<file path="src/rtl/floating_point_mul_pipe.sv">
// Pipelined floating-point multiplier: valid/ready handshake, opaque tag, flush-to-zero inputs.
// Define FP_MUL_STICKY_FLAGS_EN to add flags_clear / sticky_flags.
module floating_point_mul_pipe #(
  parameter int exp_width   = 8,
  parameter int frac_width  = 23,
  parameter int pipe_stages = 3,
  parameter int tag_width   = 4
) (
  input  logic                           clk,
  input  logic                           rst,
  input  logic                           in_valid,
  output logic                           in_ready,
  input  logic [exp_width+frac_width:0]  op1,
  input  logic [exp_width+frac_width:0]  op2,
  input  logic [1:0]                     round_mode,
  input  logic [tag_width-1:0]           in_tag,
  output logic                           out_valid,
  input  logic                           out_ready,
  output logic [exp_width+frac_width:0]  result,
  output logic [tag_width-1:0]           out_tag,
  output logic [4:0]                     exception
`ifdef FP_MUL_STICKY_FLAGS_EN
  ,
  input  logic                           flags_clear,
  output logic [4:0]                     sticky_flags
`endif
);
  localparam int W  = exp_width + frac_width + 1;
  localparam int EW = exp_width;
  localparam int F  = frac_width;
  localparam int PW = 2 * F + 2;
  localparam int XW = EW + 2;

  localparam logic [1:0] FP_ROUND_TONEAREST  = 2'd0;
  localparam logic [1:0] FP_ROUND_TOWARDZERO = 2'd1;
  localparam logic [1:0] FP_ROUND_DOWNWARD   = 2'd2;
  localparam logic [1:0] FP_ROUND_UPWARD     = 2'd3;
  localparam int FP_INEXACT   = 0;
  localparam int FP_UNDERFLOW = 1;
  localparam int FP_OVERFLOW  = 2;
  localparam int FP_INVALID   = 4;

  localparam logic [EW-1:0] EXP_ONES = '1;
  localparam logic [EW-1:0] EXP_TOP  = EXP_ONES - 1'b1;
  localparam logic [W-1:0]  QUIET    = W'(1) << (F - 1);
  localparam logic signed [XW-1:0] BIAS      = XW'((1 << (EW - 1)) - 1);
  localparam logic signed [XW-1:0] EXP_LIMIT = XW'((1 << EW) - 1);

  typedef struct packed {
    logic                  valid;
    logic [tag_width-1:0]  tag;
    logic [1:0]            rm;
    logic                  sign;
    logic                  special;
    logic [W-1:0]          spec_res;
    logic [4:0]            spec_exc;
    logic [XW-1:0]         exp;
    logic [PW-1:0]         prod;
  } stage_t;

  logic                 stall;
  logic                 cap_valid;
  logic [W-1:0]         cap_op1, cap_op2;
  logic [1:0]           cap_rm;
  logic [tag_width-1:0] cap_tag;
  stage_t               s1;
  stage_t               pipe [1:pipe_stages-1];
  stage_t               fin;

  assign stall    = out_valid & ~out_ready;
  assign in_ready = ~stall;
  assign fin      = pipe[pipe_stages-1];

  logic [EW-1:0] ea, eb;
  logic [F-1:0]  fa, fb;
  logic a_zero, b_zero, a_inf, b_inf, a_nan, b_nan;

  assign ea     = cap_op1[W-2 -: EW];
  assign eb     = cap_op2[W-2 -: EW];
  assign fa     = cap_op1[F-1:0];
  assign fb     = cap_op2[F-1:0];
  // A zero exponent field covers both true zero and subnormals (flushed).
  assign a_zero = (ea == '0);
  assign b_zero = (eb == '0);
  assign a_inf  = (ea == EXP_ONES) && (fa == '0);
  assign b_inf  = (eb == EXP_ONES) && (fb == '0);
  assign a_nan  = (ea == EXP_ONES) && (fa != '0);
  assign b_nan  = (eb == EXP_ONES) && (fb != '0);

  always_comb begin
    s1         = '0;
    s1.valid   = cap_valid;
    s1.tag     = cap_tag;
    s1.rm      = cap_rm;
    s1.sign    = cap_op1[W-1] ^ cap_op2[W-1];
    s1.exp     = $signed({2'b00, ea}) + $signed({2'b00, eb}) - BIAS;
    s1.prod    = PW'({1'b1, fa}) * PW'({1'b1, fb});
    s1.special = 1'b1;
    if (a_nan) begin
      s1.spec_res = cap_op1 | QUIET;
    end else if (b_nan) begin
      s1.spec_res = cap_op2 | QUIET;
    end else if ((a_inf && b_zero) || (a_zero && b_inf)) begin
      s1.spec_res             = {1'b1, EXP_ONES, 1'b1, {(F-1){1'b0}}};
      s1.spec_exc[FP_INVALID] = 1'b1;
    end else if (a_inf || b_inf) begin
      s1.spec_res = {s1.sign, EXP_ONES, {F{1'b0}}};
    end else if (a_zero || b_zero) begin
      s1.spec_res = {s1.sign, {(W-1){1'b0}}};
    end else begin
      s1.special = 1'b0;
    end
  end

  logic [PW-1:0]        shifted;
  logic                 g, r, s, lsb, lost, inc;
  logic signed [XW-1:0] e_n, e_r;
  logic [XW+F-1:0]      rounded;
  logic [W-1:0]         res_n;
  logic [4:0]           exc_n;
  logic                 unused_msb;

  assign unused_msb = shifted[PW-1];

  always_comb begin
    shifted = fin.prod[PW-1] ? fin.prod : (fin.prod << 1);
    e_n     = $signed(fin.exp) + $signed({{(XW-1){1'b0}}, fin.prod[PW-1]});
    g       = shifted[F];
    r       = shifted[F-1];
    s       = |shifted[F-2:0];
    lsb     = shifted[F+1];
    lost    = g | r | s;
    case (fin.rm)
      FP_ROUND_TONEAREST:  inc = g & (r | s | lsb);
      FP_ROUND_TOWARDZERO: inc = 1'b0;
      FP_ROUND_DOWNWARD:   inc = lost & fin.sign;
      FP_ROUND_UPWARD:     inc = lost & ~fin.sign;
      default:             inc = 1'b0;
    endcase
    // Exponent sits directly above the fraction so the round carry ripples into it.
    rounded = {e_n, shifted[PW-2 -: F]} + {{(XW+F-1){1'b0}}, inc};
    e_r     = rounded[XW+F-1 -: XW];
    exc_n   = '0;
    if (fin.special) begin
      res_n = fin.spec_res;
      exc_n = fin.spec_exc;
    end else if (e_r <= 0) begin
      res_n               = {fin.sign, {(W-1){1'b0}}};
      exc_n[FP_UNDERFLOW] = 1'b1;
      exc_n[FP_INEXACT]   = 1'b1;
    end else if (e_r >= EXP_LIMIT) begin
      exc_n[FP_OVERFLOW] = 1'b1;
      exc_n[FP_INEXACT]  = 1'b1;
      if ((fin.rm == FP_ROUND_TONEAREST) ||
          (fin.rm == FP_ROUND_UPWARD && !fin.sign) ||
          (fin.rm == FP_ROUND_DOWNWARD && fin.sign))
        res_n = {fin.sign, EXP_ONES, {F{1'b0}}};
      else
        res_n = {fin.sign, EXP_TOP, {F{1'b1}}};
    end else begin
      res_n             = {fin.sign, e_r[EW-1:0], rounded[F-1:0]};
      exc_n[FP_INEXACT] = lost;
    end
  end

  always_ff @(posedge clk) begin
    if (rst) begin
      cap_valid <= 1'b0;
      cap_op1   <= '0;
      cap_op2   <= '0;
      cap_rm    <= '0;
      cap_tag   <= '0;
      for (int k = 1; k < pipe_stages; k++) pipe[k] <= '0;
      out_valid <= 1'b0;
      result    <= '0;
      out_tag   <= '0;
      exception <= '0;
    end else if (!stall) begin
      cap_valid <= in_valid;
      cap_op1   <= op1;
      cap_op2   <= op2;
      cap_rm    <= round_mode;
      cap_tag   <= in_tag;
      pipe[1]   <= s1;
      for (int k = 2; k < pipe_stages; k++) pipe[k] <= pipe[k-1];
      out_valid <= fin.valid;
      result    <= res_n;
      out_tag   <= fin.tag;
      exception <= exc_n;
    end
  end

`ifdef FP_MUL_STICKY_FLAGS_EN
  always_ff @(posedge clk) begin
    if (rst || flags_clear)
      sticky_flags <= '0;
    else if (out_valid && out_ready)
      sticky_flags <= sticky_flags | exception;
  end
`endif

endmodule

</file>
<file path="config.mk">
export PLATFORM = sky130hd
export DESIGN_NAME = floating_point_mul_pipe
export DESIGN_NICKNAME = d
export VERILOG_FILES = /design/src/rtl/floating_point_mul_pipe.sv
export SDC_FILE = /design/constraint.sdc
export NUM_CORES = 2
export LEC_CHECK = 0
export ABC_AREA = 1
export BUFFER_PORTS_ARGS = -buffer_cell sky130_fd_sc_hd__buf_4
export CORE_ASPECT_RATIO = 1.5
export CORE_MARGIN = 3
export CORE_UTILIZATION = 60
export CTS_BUF_LIST = sky130_fd_sc_hd__clkbuf_16
export DETAILED_ROUTE_END_ITERATION = 6
export GPL_TIMING_DRIVEN = 1
export PLACE_DENSITY_LB_ADDON = 0.3
export SETUP_SLACK_MARGIN = 0.1
export SLEW_MARGIN = 20
export SYNTH_ARGS = -nofsm -noshare
export SYNTH_HDL_FRONTEND = slang
export SYNTH_SLANG_ARGS = --single-unit
</file>
<file path="constraint.sdc">
create_clock -name clk -period 16.2 [get_ports clk]
set_input_delay 0.81 -clock clk [delete_from_list [all_inputs] [get_ports clk]]
set_output_delay 0.81 -clock clk [all_outputs]
set_load 0.01 [all_outputs]
</file>
==> run_results.csv <==
group,metric,value,unit
layout,register_area,8250,um^2
placed_design,dp_cells,4872,
detailed_routing,vias,26683,
logic_synthesis,synth_top_family_by_area,"adder cells",
logic_synthesis,synth_cells,4215,
global_route,antenna_found_initial,2,
detailed_routing,ant_nets,0,
detailed_routing,viasPerCell,5.41,
global_route,grt_pass1_vias,27681,
floorplanning,start_util,61.2,%
placed_design,place_congestion,0.995,
worst_setup_path,critPathMaxFanout,26,
logic_synthesis,synth-main-ff-cell,"edfxtp_1",
logic_synthesis,syn_nets,4965,
logic_synthesis,async_flop_share,0,%
logic_synthesis,synthDistinctLibCells,52,
logic_synthesis,ys_warn_count,0,
placed_design,place_hpwl,71.1,mm
power,p_leak,0.0198,uW
floorplanning,fp.coreArea,55200,um^2
timing,hold_violations,0,
floorplanning,die_w,200,um
logic_synthesis,synthAdderAreaFrac,35.8,%
floorplanning,die_h,297,um
worst_setup_path,crit_path_end_kind,"flop",
floorplanning,rows,105,
detailed_routing,drt_iter0_drc,1907,
worst_setup_path,worstPathRequired,16.58,ns
clock_tree,cts_setup_buffers,0,
logic_synthesis,synth_edf_count,200,
timing,finalSetupViolations,0,
layout,drive_gt1_share,6.89,%
placed_design,port_buffers,115,
floorplanning,io_pins,117,
logic_synthesis,synth_xor_area_share,0.826,%
layout,fillers,4688,
timing,maxSlewHeadroom,27.0,%
clock_tree,cts.hold.buffers_added,0,
timing,rsz0062_at_grt,"no",
timing,fin_skew,0.0274,ns
logic_synthesis,syn_avg_cell_area,8.01,um^2
logic_synthesis,synth_seq_cells,312,
detailed_routing,drt_pass1_iterations,7,
global_route,grt_max_degree,170,
worst_setup_path,arrival,7.92,ns
clock_tree,path_clk_slew,0.06,ns
clock_tree,insertion_delay,0.57,ns
clock_tree,cts.sinks,312,
logic_synthesis,synth.area.mux_share,0,%
clock_tree,cts_buffer_depth,3,
logic_synthesis,syn_area,33800,um^2
global_route,grt_use_total,32.2,%
timing,fmax,133,MHz
detailed_routing,drc,0,
layout,area_delta_synth_final,7.41,%
layout,stdcell_count,4935,
timing,fin_crit,7.54,ns
job,drv_cap,0,
logic_synthesis,synth_simple_gate_area_share,17.8,%
layout,multiInputGateArea,20400,um^2
global_route,grt-ovfl-total,0,
timing,tns,0,ns
logic_synthesis,synth_compound_area_share,6.03,%
layout,antenna_cells,0,
timing,hold_ws,0.436,ns
worst_setup_path,start_kind,"flop",
hold_path,hp-class,"primary input to flop",
clock_tree,cts_resized,0,
detailed_routing,postRouteWirelength,93.3,mm
clock_tree,root_buffer,"clkbuf_16",
worst_setup_path,crit_type,"flop to flop",
power,vdd_drop_max,0.0000814,V
clock_tree,htreeDepth,2,
global_route,grt_first_pass_wirelength,146,mm
power,p_per_area,108,nW/um^2
detailed_routing,drt-wirelength-per-cell,18.9,um
timing,min_period_over_period,46.5,%
timing,finalMaxSlewViolations,0,
logic_synthesis,yosysSeqAreaShare,24.4,%
clock_tree,numCtsBuffers,35,
clock_tree,cts_tree,"done",
status,status,"finished clean",
floorplanning,die_area,59200,um^2
layout,nNetsFinal,4964,
timing,worst_slew_pin_slew,1.09,ns
-- worst max-delay path, cell delays in order, from the launching register on --
cell and delay (ns):
dfxtp_1 1.04, nand2_1 0.11, inv_1 0.11, fa_1 0.44, fa_1 0.55, inv_1 0.06
fa_1 0.51, fa_1 0.52, inv_1 0.06, fa_1 0.49, fa_1 0.49, inv_1 0.05
fa_1 0.47, inv_1 0.04, ha_1 0.34, a21oi_1 0.26, inv_1 0.06, a21oi_1 0.21
a21boi_0 0.33, o21ai_0 0.22, a21oi_1 0.16, inv_1 0.12, nand2_1 0.10, nand2_1 0.09
a21oi_1 0.21, o21ai_0 0.10, a21oi_1 0.20
-- power by group --
part           internal (uW)  switching [uW]  total, uW
clock network            470             356        826
registers                972            50.6       1020
logic                    714            1350       2070
-- final cells by class --
type / count / share of cell area [%]
multi-input combinational: 2562 / 56.3
sequential: 312 / 22.7
inverter: 1136 / 11.8
timing repair buffer: 167 / 3.49
clock buffer: 37 / 2.55
tap: 695 / 2.40
clock inverter: 26 / 0.721
-- cell families after synthesis --
logic type / Yosys count
AND/OR/NAND/NOR: 1481
other: 1
adder cells (fa/ha/maj): 676
AO/OA/AOI/OAI: 373
XOR/XNOR: 31
buffers and inverters: 1341
flip-flops: 312
-- cell usage after synthesis, types with 14 or more instances --
cell / number / area share [%]
inv_1: 1126 / 13
nand2_1: 1066 / 12
fa_1: 483 / 29
nor2_1: 236 / 2.6
edfxtp_1: 200 / 18
ha_1: 193 / 7.2
clkbuf_1: 187 / 2.1
o21ai_0: 161 / 2.4
a21oi_1: 147 / 2.2
dfxtp_1: 112 / 6.6
nand3_1: 63 / 0.93
nand4_1: 27 / 0.50
nand2_2: 22 / 0.41
nor4_1: 20 / 0.37
xor2_1: 18 / 0.47
a31oi_1: 15 / 0.28
nor2_2: 14 / 0.26
-- flip-flops by register name, summed over array words and instances (netlist names) --
| register | count |
|---|---|
| pipe | 200 |
| cap_op1 | 32 |
| cap_op2 | 32 |
| result | 32 |
| cap_tag | 4 |
| exception | 4 |
| out_tag | 4 |
| cap_rm | 2 |
| cap_valid | 1 |
| out_valid | 1 |
-- layout by cell type, fill, tap and decap left out, drive strengths merged, types with 3 or more instances in the layout --
cell type / n
fa: 483
and2: 3
o21a: 10
nand2: 1089
xnor2: 12
clkbuf: 37
ha: 193
buf: 167
a21oi: 147
a31oi: 15
clkinv: 14
edfxtp: 200
o221ai: 5
nor2: 256
dfxtp: 112
o21bai: 5
inv: 1142
o21ai: 167
a21o: 6
clkinvlp: 3
nand4: 27
bufinv: 3
xor2: 19
nor4: 20
nor3: 10
a22o: 10
nand3: 69
-- layer usage --
| layer | track usage (%) | wire, um | up-vias |
|---|---|---|---|
| met2 | 56.6 | 46500 | 1177 |
| li1 | - | - | 12383 |
| met1 | 36.9 | 32800 | 12720 |
| met5 | 0 | 25 | - |
| met3 | 5.11 | 6960 | 399 |
| met4 | 19.7 | 6960 | 4 |
-- metrics by stage --
stage               area, um^2  utilization [%]  power, uW  setup slack, ns
detailed placement       35100             63.6       3060             8.69
CTS                      36300             65.7       3910             8.66
floorplan                33800                -       2450             8.81
global placement         35100             63.6       3030             8.81
finish                   36300             65.7       3920             8.66
global route             36300             65.7       4250             8.32
-- path summary, 6_finish.rpt --
check / from / endpoint / slack, ns / depth (start not counted)
worst max-delay path: cap_op2[1] / pipe[1][34] / 8.66 / 26
worst min-delay path: op2[14] / cap_op2[14] / 0.44 / 3
worst max register to register: cap_op2[1] / pipe[1][34] / 8.66 / 26
worst min register to register: result[27] / result[27] / 0.45 / 2
Note: power is estimated with default switching activity, not from simulation.
